<file path="src/rtl/if_id_queue.sv">
// Decoupling FIFO between instruction fetch and decode. Provides fetch back-pressure,
// branch/jump flush, and halt ordering (no fetch accepted after a halt word).
module if_id_queue #(
  parameter int DEPTH = 2,
  parameter int WIDTH = 32,
  parameter int CNT_W = 16
) (
  input  logic             clk,
  input  logic             rst_b,
  input  logic             if_valid,
  input  logic [WIDTH-1:0] if_inst,
  input  logic [WIDTH-1:0] if_pc4,
  input  logic             if_halted,
  output logic             if_ready,
  input  logic             flush,
  input  logic             id_ready,
  output logic             id_valid,
  output logic [WIDTH-1:0] id_inst,
  output logic [WIDTH-1:0] id_pc4,
  output logic             id_halted,
  output logic             halt_issued,
  output logic [CNT_W-1:0] stall_cnt
);

  localparam int AW = (DEPTH > 1) ? $clog2(DEPTH) : 1;
  localparam int CW = AW + 1;
  localparam logic [CW-1:0] DEPTH_C = CW'(DEPTH);

  logic [WIDTH-1:0] inst_mem [DEPTH];
  logic [WIDTH-1:0] pc4_mem  [DEPTH];
  logic [DEPTH-1:0] halt_mem;

  logic [AW-1:0]    rd_ptr_reg, rd_ptr_next;
  logic [AW-1:0]    wr_ptr_reg, wr_ptr_next;
  logic [CW-1:0]    count_reg, count_next;
  logic             halt_pending_reg, halt_pending_next;
  logic             halt_issued_reg, halt_issued_next;
  logic [CNT_W-1:0] stall_cnt_reg, stall_cnt_next;

  logic push;
  logic pop;
  logic stall;

  // if_ready depends only on registered state, so a pop never frees a slot in the same cycle
  assign if_ready = (count_reg < DEPTH_C) && !halt_pending_reg && !halt_issued_reg;
  assign id_valid = (count_reg != '0);

  assign push  = if_valid && if_ready && !flush;
  assign pop   = id_valid && id_ready && !flush;
  assign stall = id_valid && !id_ready && !flush;

  assign id_inst     = id_valid ? inst_mem[rd_ptr_reg] : '0;
  assign id_pc4      = id_valid ? pc4_mem[rd_ptr_reg]  : '0;
  assign id_halted   = id_valid ? halt_mem[rd_ptr_reg] : 1'b0;
  assign halt_issued = halt_issued_reg;
  assign stall_cnt   = stall_cnt_reg;

  // Payload storage needs no reset: count_reg alone qualifies the contents.
  always_ff @(posedge clk) begin
    if (push) begin
      inst_mem[wr_ptr_reg] <= if_inst;
      pc4_mem[wr_ptr_reg]  <= if_pc4;
      halt_mem[wr_ptr_reg] <= if_halted;
    end
  end

  always_comb begin
    rd_ptr_next       = rd_ptr_reg;
    wr_ptr_next       = wr_ptr_reg;
    count_next        = count_reg;
    halt_pending_next = halt_pending_reg;
    halt_issued_next  = halt_issued_reg;
    stall_cnt_next    = stall_cnt_reg;

    if (stall && (stall_cnt_reg != '1)) begin
      stall_cnt_next = stall_cnt_reg + CNT_W'(1);
    end

    if (flush) begin
      rd_ptr_next       = '0;
      wr_ptr_next       = '0;
      count_next        = '0;
      halt_pending_next = 1'b0;
    end else begin
      if (push) begin
        wr_ptr_next = wr_ptr_reg + AW'(1);
        if (if_halted) begin
          halt_pending_next = 1'b1;
        end
      end
      if (pop) begin
        rd_ptr_next = rd_ptr_reg + AW'(1);
        // Only one halt can be queued, since pushes stop once it is accepted
        if (id_halted) begin
          halt_pending_next = 1'b0;
          halt_issued_next  = 1'b1;
        end
      end
      if (push && !pop) begin
        count_next = count_reg + CW'(1);
      end else if (pop && !push) begin
        count_next = count_reg - CW'(1);
      end
    end
  end

  always_ff @(posedge clk or negedge rst_b) begin
    if (!rst_b) begin
      rd_ptr_reg       <= '0;
      wr_ptr_reg       <= '0;
      count_reg        <= '0;
      halt_pending_reg <= 1'b0;
      halt_issued_reg  <= 1'b0;
      stall_cnt_reg    <= '0;
    end else begin
      rd_ptr_reg       <= rd_ptr_next;
      wr_ptr_reg       <= wr_ptr_next;
      count_reg        <= count_next;
      halt_pending_reg <= halt_pending_next;
      halt_issued_reg  <= halt_issued_next;
      stall_cnt_reg    <= stall_cnt_next;
    end
  end

endmodule
</file>
<file path="config.mk">
export PLATFORM = sky130hd
export DESIGN_NAME = if_id_queue
export DESIGN_NICKNAME = d
export VERILOG_FILES = /design/src/rtl/if_id_queue.sv
export SDC_FILE = /design/constraint.sdc
export NUM_CORES = 1
export LEC_CHECK = 0
export ABC_AREA = 1
export BUFFER_PORTS_ARGS = -buffer_cell sky130_fd_sc_hd__buf_2
export CAP_MARGIN = 0
export CORE_ASPECT_RATIO = 1.1
export CORE_MARGIN = 2
export CORE_UTILIZATION = 30
export DETAILED_ROUTE_END_ITERATION = 6
export PLACE_DENSITY = 0.62
export SLEW_MARGIN = 10
export SYNTH_ARGS = -nofsm -noshare
export SYNTH_HDL_FRONTEND = slang
export SYNTH_SLANG_ARGS = --single-unit
</file>
<file path="constraint.sdc">
create_clock -name clk -period 3.7 [get_ports clk]
set_clock_uncertainty 0.1 [all_clocks]
set_input_delay 0.185 -clock clk [delete_from_list [all_inputs] [get_ports clk]]
set_output_delay 0.185 -clock clk [all_outputs]
set_load 0.02 [all_outputs]
</file>
* Word level (Yosys, flattened, before mapping)
Memory sizes are Yosys's and may differ from the RTL's. Index checks and enable logic that the tools add are counted.
Storage, ports and cells: register bits 24, RAM bits 128, input bits 70, output and inout port bits 84, logic and storage cells 65, memories 2
Cells by class: add/sub/neg operators 5, magnitude comparators 4, equal/unequal tests 1, mux-type cells 22, bitwise logic cells 1, reductions and logical operators 23
Memory list:
- inst_mem | words 2, width 32, read ports 1, clocked after memory_dff 0, write ports 1, RTL line 29 | logic [WIDTH-1:0] inst_mem [DEPTH];
- pc4_mem | words 2, width 32, read ports 1, clocked after memory_dff 0, write ports 1, RTL line 30 | logic [WIDTH-1:0] pc4_mem [DEPTH];
Operator list (number):
- 32-bit 2-to-1 mux | 2
- 16-bit by 1-bit adder with 16-bit output (second input constant) | 1
- 16-bit != test (second input constant) | 1
- 1-bit 2-to-1 mux | 15
- 1-bit logical AND | 12
- 1-bit logical NOT | 6
- 2-bit 2-to-1 mux | 3
- 2-bit nonzero test | 3
- 1-bit by 2-bit less-than comparator with 1-bit output (second input constant) | 2
- 3-bit AND reduction | 1
- 3-bit nonzero test | 1
- 1-bit adder (second input constant) | 2
- 2-bit by 1-bit adder with 2-bit output (second input constant) | 1
- 2-bit bitwise mux | 1
- 2-bit less-than comparator (second input constant) | 1
- 2-bit by 1-bit subtractor with 2-bit output (second input constant) | 1
- 1-bit demux with 1-bit select | 1
- 1-bit greater-or-equal comparator (second input constant) | 1
- 1-bit inverter | 1

* Logic depth before layout (Yosys ltp)
depth after elaboration 10, gate-level depth with buffers 9

* Worst setup path before layout
No wires, ideal clock.
kind register -> register, start point register halt_issued_reg, in the netlist halt_issued, end point register halt_mem[0], enable pin, setup time 0.489 ns, arrival time 3.508 ns, data required time 3.111 ns, path slack -0.397 ns, cell stages (with the launch flop) 4, path buffers 0, clock period less this slack 4.097 ns, cell sequence dfrtp_1 > inv_1 > nand4_1 > nor2_1
Between the ends: longest elaborated chain between the ends 4
Ends and longest elaborated chain:
- from (decl) | RTL line 37 | logic halt_issued_reg, halt_issued_next;
- from (signal assigned) | RTL line 120 | halt_issued_reg <= halt_issued_next;
- 1-bit logical NOT | RTL line 45 | assign if_ready = (count_reg < DEPTH_C) && !halt_pending_reg && !halt_issued_reg;
- 1-bit logical AND | RTL line 45
- 1-bit logical AND (2 in a row) | RTL line 48 | assign push = if_valid && if_ready && !flush;
- to (signal, indexed assignment) | RTL line 63 | halt_mem[wr_ptr_reg] <= if_halted;
- to (decl) | RTL line 31 | logic [DEPTH-1:0] halt_mem;
Every way passes these cells. A chain may end at the register's enable or synchronous reset.

* Worst setup path after layout
start point register count_reg[0], end point output id_inst[17]
Between the ends: longest elaborated chain between the ends 2
Ends and longest elaborated chain:
- from (decl) | RTL line 35 | logic [CW-1:0] count_reg, count_next;
- from (signal assigned) | RTL line 118 | count_reg <= count_next;
- 2-bit nonzero test | RTL line 46 | assign id_valid = (count_reg != '0);
- 32-bit 2-to-1 mux | RTL line 52 | assign id_inst = id_valid ? inst_mem[rd_ptr_reg] : '0;
- to (decl) | RTL line 18 | output logic [WIDTH-1:0] id_inst,
Every way passes these cells.

==> impl_metrics.toml <==
[run_status]
status = "complete, no violations"

[timing]
post-route-min-period_ns = 2.63
setup_violations = 0
finalCritPeriodShare_pct = 71.1
rsz0062_at_grt = "false"
slew_viol_final = 0
finalSetupTns_ns = 0
finalHoldViolCount = 0
tightest_slew_ns = 0.773
relSlewSlack_pct = 48.3
fmax_ghz = 0.380

[synthesis]
yosys_warnings = 0
syn_nets = 601
syn_area_mm2 = 0.00614
netlist-cell-type-count = 26
synth_area_per_cell_um2 = 11.6
synth_seq_cells = 152
synth_cells = 530
yosysSeqAreaShare_pct = 72.5

[cells_and_area]
nNetsFinal = 825
synthToLayoutAreaGrowth_pct = 38.3
post-route-util_pct = 42.6
drive_above_1_share_pct = 27.4
insertedDiodeCount = 0
instances_no_fill = 1019

[routing]
vias = 4553
ant_nets = 0
dr.pass1.iters = 4
routed_via_density = 4.47
drt-wirelength-per-cell_um = 14.2
routed_wirelength_um = 14500
drtIter0Drc = 217
remaining_drc_errors = 0

[worst_setup_path]
required_ns = 3.41
r2r_end = "pc4_mem[1][4]"
start_kind = "flop"
startpoint = "count_reg[0]"
cp_max_fo = 42
critPathKind = "flop to output port"
rr_worst_depth = 4
cp.arrival_ns = 2.35
critPathCapture = "id_inst[17]"
r2r_start = "count_reg[1]"
crit_path_end_kind = "output port"
r2r_setup_slack_ns = 1.40

[clock_network]
tritoncts = "built"
clock_path_buffers = 2
cts-root-buf = "clkbuf_16"
htreeDepth = 4
insertion_delay_ns = 0.42
cts_inserted_buffers = 17
cts.sinks = 152
clkTransAtPathRegs_ns = 0.07

[power]
combPwrFrac_pct = 20.8
swShare_pct = 30.8
p_sw_mw = 1.47
power.total_mw = 4.77
p_int_mw = 3.30
pwr-share-seq_pct = 40.8
vdd_drop_max_v = 0.000306
power_frac_clock_pct = 38.4
p_per_area_mw_per_mm2 = 562
power_leakage_nw = 3.51

[flow_run]
maxCapViolCount = 0

[die]
io_pins = 154
die_w_um = 140
initial_core_util_pct = 30.8
die_y_um = 154
die-area_mm2 = 0.0216
core_mm2 = 0.0199
rows = 54

[place]
hpwlAfterDp_um = 8910
port-buffer-count = 153
dp_cells = 920
globalplace.congestion = 0.803

[global_route]
track_usage_pct = 13.5
grt_pass1_wl_um = 22500
antenna_found_initial = 0
grt_pass1_vias = 4445
grt_start_max_net_pins = 43
grt_overflow = 0

[min_path]
hold_path_class = "input port to flop"
synthesized netlist by cell type:
library cell | number | area share, %
nand2_1 | 196 | 12
edfxtp_1 | 130 | 64
a21oi_1 | 67 | 5.5
dfrtp_1 | 22 | 9.0
nor2_1 | 21 | 1.3
inv_1 | 19 | 1.2
nand3_1 | 12 | 0.98
o21ai_0 | 11 | 0.90
buf_2 | 8 | 0.65
clkbuf_1 | 8 | 0.49
xnor2_1 | 7 | 1.0
buf_1 | 5 | 0.31
or2_2 | 4 | 0.41
xor2_1 | 3 | 0.43
buf_6 | 2 | 0.37
nand3_2 | 2 | 0.33
nand4_1 | 2 | 0.20
nor3_1 | 2 | 0.16
nor3_2 | 2 | 0.33
and2_1 | 1 | 0.10
ha_1 | 1 | 0.20
inv_4 | 1 | 0.10
nand2_2 | 1 | 0.10
nand2_4 | 1 | 0.18
nor2_2 | 1 | 0.10
nor3_4 | 1 | 0.26
final cells by class:
cell class	count	area, µm²
Tap cell	252	315
Inverter	20	77.6
Sequential cell	152	4460
Clock inverter	15	203
Clock buffer	17	425
Timing Repair Buffer	228	1500
Fill cell	1848	11400
Multi-Input combinational cell	335	1520
through the flow:
stage          worst slack (ns)  instance area (µm²)  hold slack, ns
2_1_floorplan             0.685                 6150          -0.211
3_3_place_gp               1.43                 7190          0.0905
3_5_place_dp               1.39                 7190          0.0950
4_1_cts                    1.03                 8490          0.0975
5_1_grt                   0.902                 8490           0.163
6_report                   1.07                 8490           0.127
kinds of logic after synthesis:
group,synth area share (%)
AND/OR/NAND/NOR,16.4
AO/OA/AOI/OAI,6.36
buffers and inverters,3.08
flip-flops,72.5
XOR/XNOR,1.43
adder cells (fa/ha/maj),0.204
cell usage in the layout (no fill, tap or decap), types with 2 or more instances in the layout:
master	n
nor3_1	2
inv_1	18
o21ai_0	11
dfrtp_1	21
inv_8	3
nor2_1	19
nand3_1	12
a21oi_1	67
xnor2_1	7
nand2_1	196
nor3_2	2
buf_4	8
clkbuf_16	17
dlygate4sd3_1	67
edfxtp_1	130
inv_6	7
or2_2	4
nor2_4	3
buf_2	153
nand4_1	2
nand3_2	2
xor2_1	3
clkinv_4	2
bufinv_16	3
worst max-delay path: stages, from the launching register on:
cell     delay (ns)
dfrtp_1        0.44
nor2_4         0.57
buf_4          0.56
a21oi_1        0.12
buf_2          0.19
power by group through the flow:
stage | registers (mW) | clock network, mW | logic [mW]
after floorplan | 1.98 | 0 | 0.593
after global placement | 1.98 | 0 | 0.939
after detailed placement | 1.98 | 0 | 0.946
after CTS | 1.95 | 1.88 | 1.00
after global routing | 1.95 | 1.95 | 1.08
final | 1.95 | 1.83 | 0.990
worst min path at each step:
stage	start	end	slack, ns	depth (start not counted)
after floorplan	rst_b	count_reg[0]	-0.21	0
after global placement	rst_b	stall_cnt[0]	0.09	1
after detailed placement	rst_b	stall_cnt[0]	0.1	1
after CTS	id_ready	rd_ptr_reg	0.1	5
after global routing	id_ready	rd_ptr_reg	0.16	5
final	id_ready	rd_ptr_reg	0.13	5
routing by layer:
metal | part of all wire [%] | up-vias | global-route usage, %
met1 | 43 | 2151 | 16.3
met3 | 6.0 | 11 | 4.24
li1 | - | 2255 | -
met2 | 50 | 136 | 23.1
met4 | 0.98 | 0 | 4.38
met5 | 0 | - | 0
what timing repair did:
| action | in CTS | in global routing |
|---|---|---|
| endpoints found under the hold margin | 155 | 0 |
| hold buffers | 67 | 0 |
| buffers inserted | 0 | 0 |
| resized for setup | 0 | 0 |
Power figures use the tool's default switching activity.
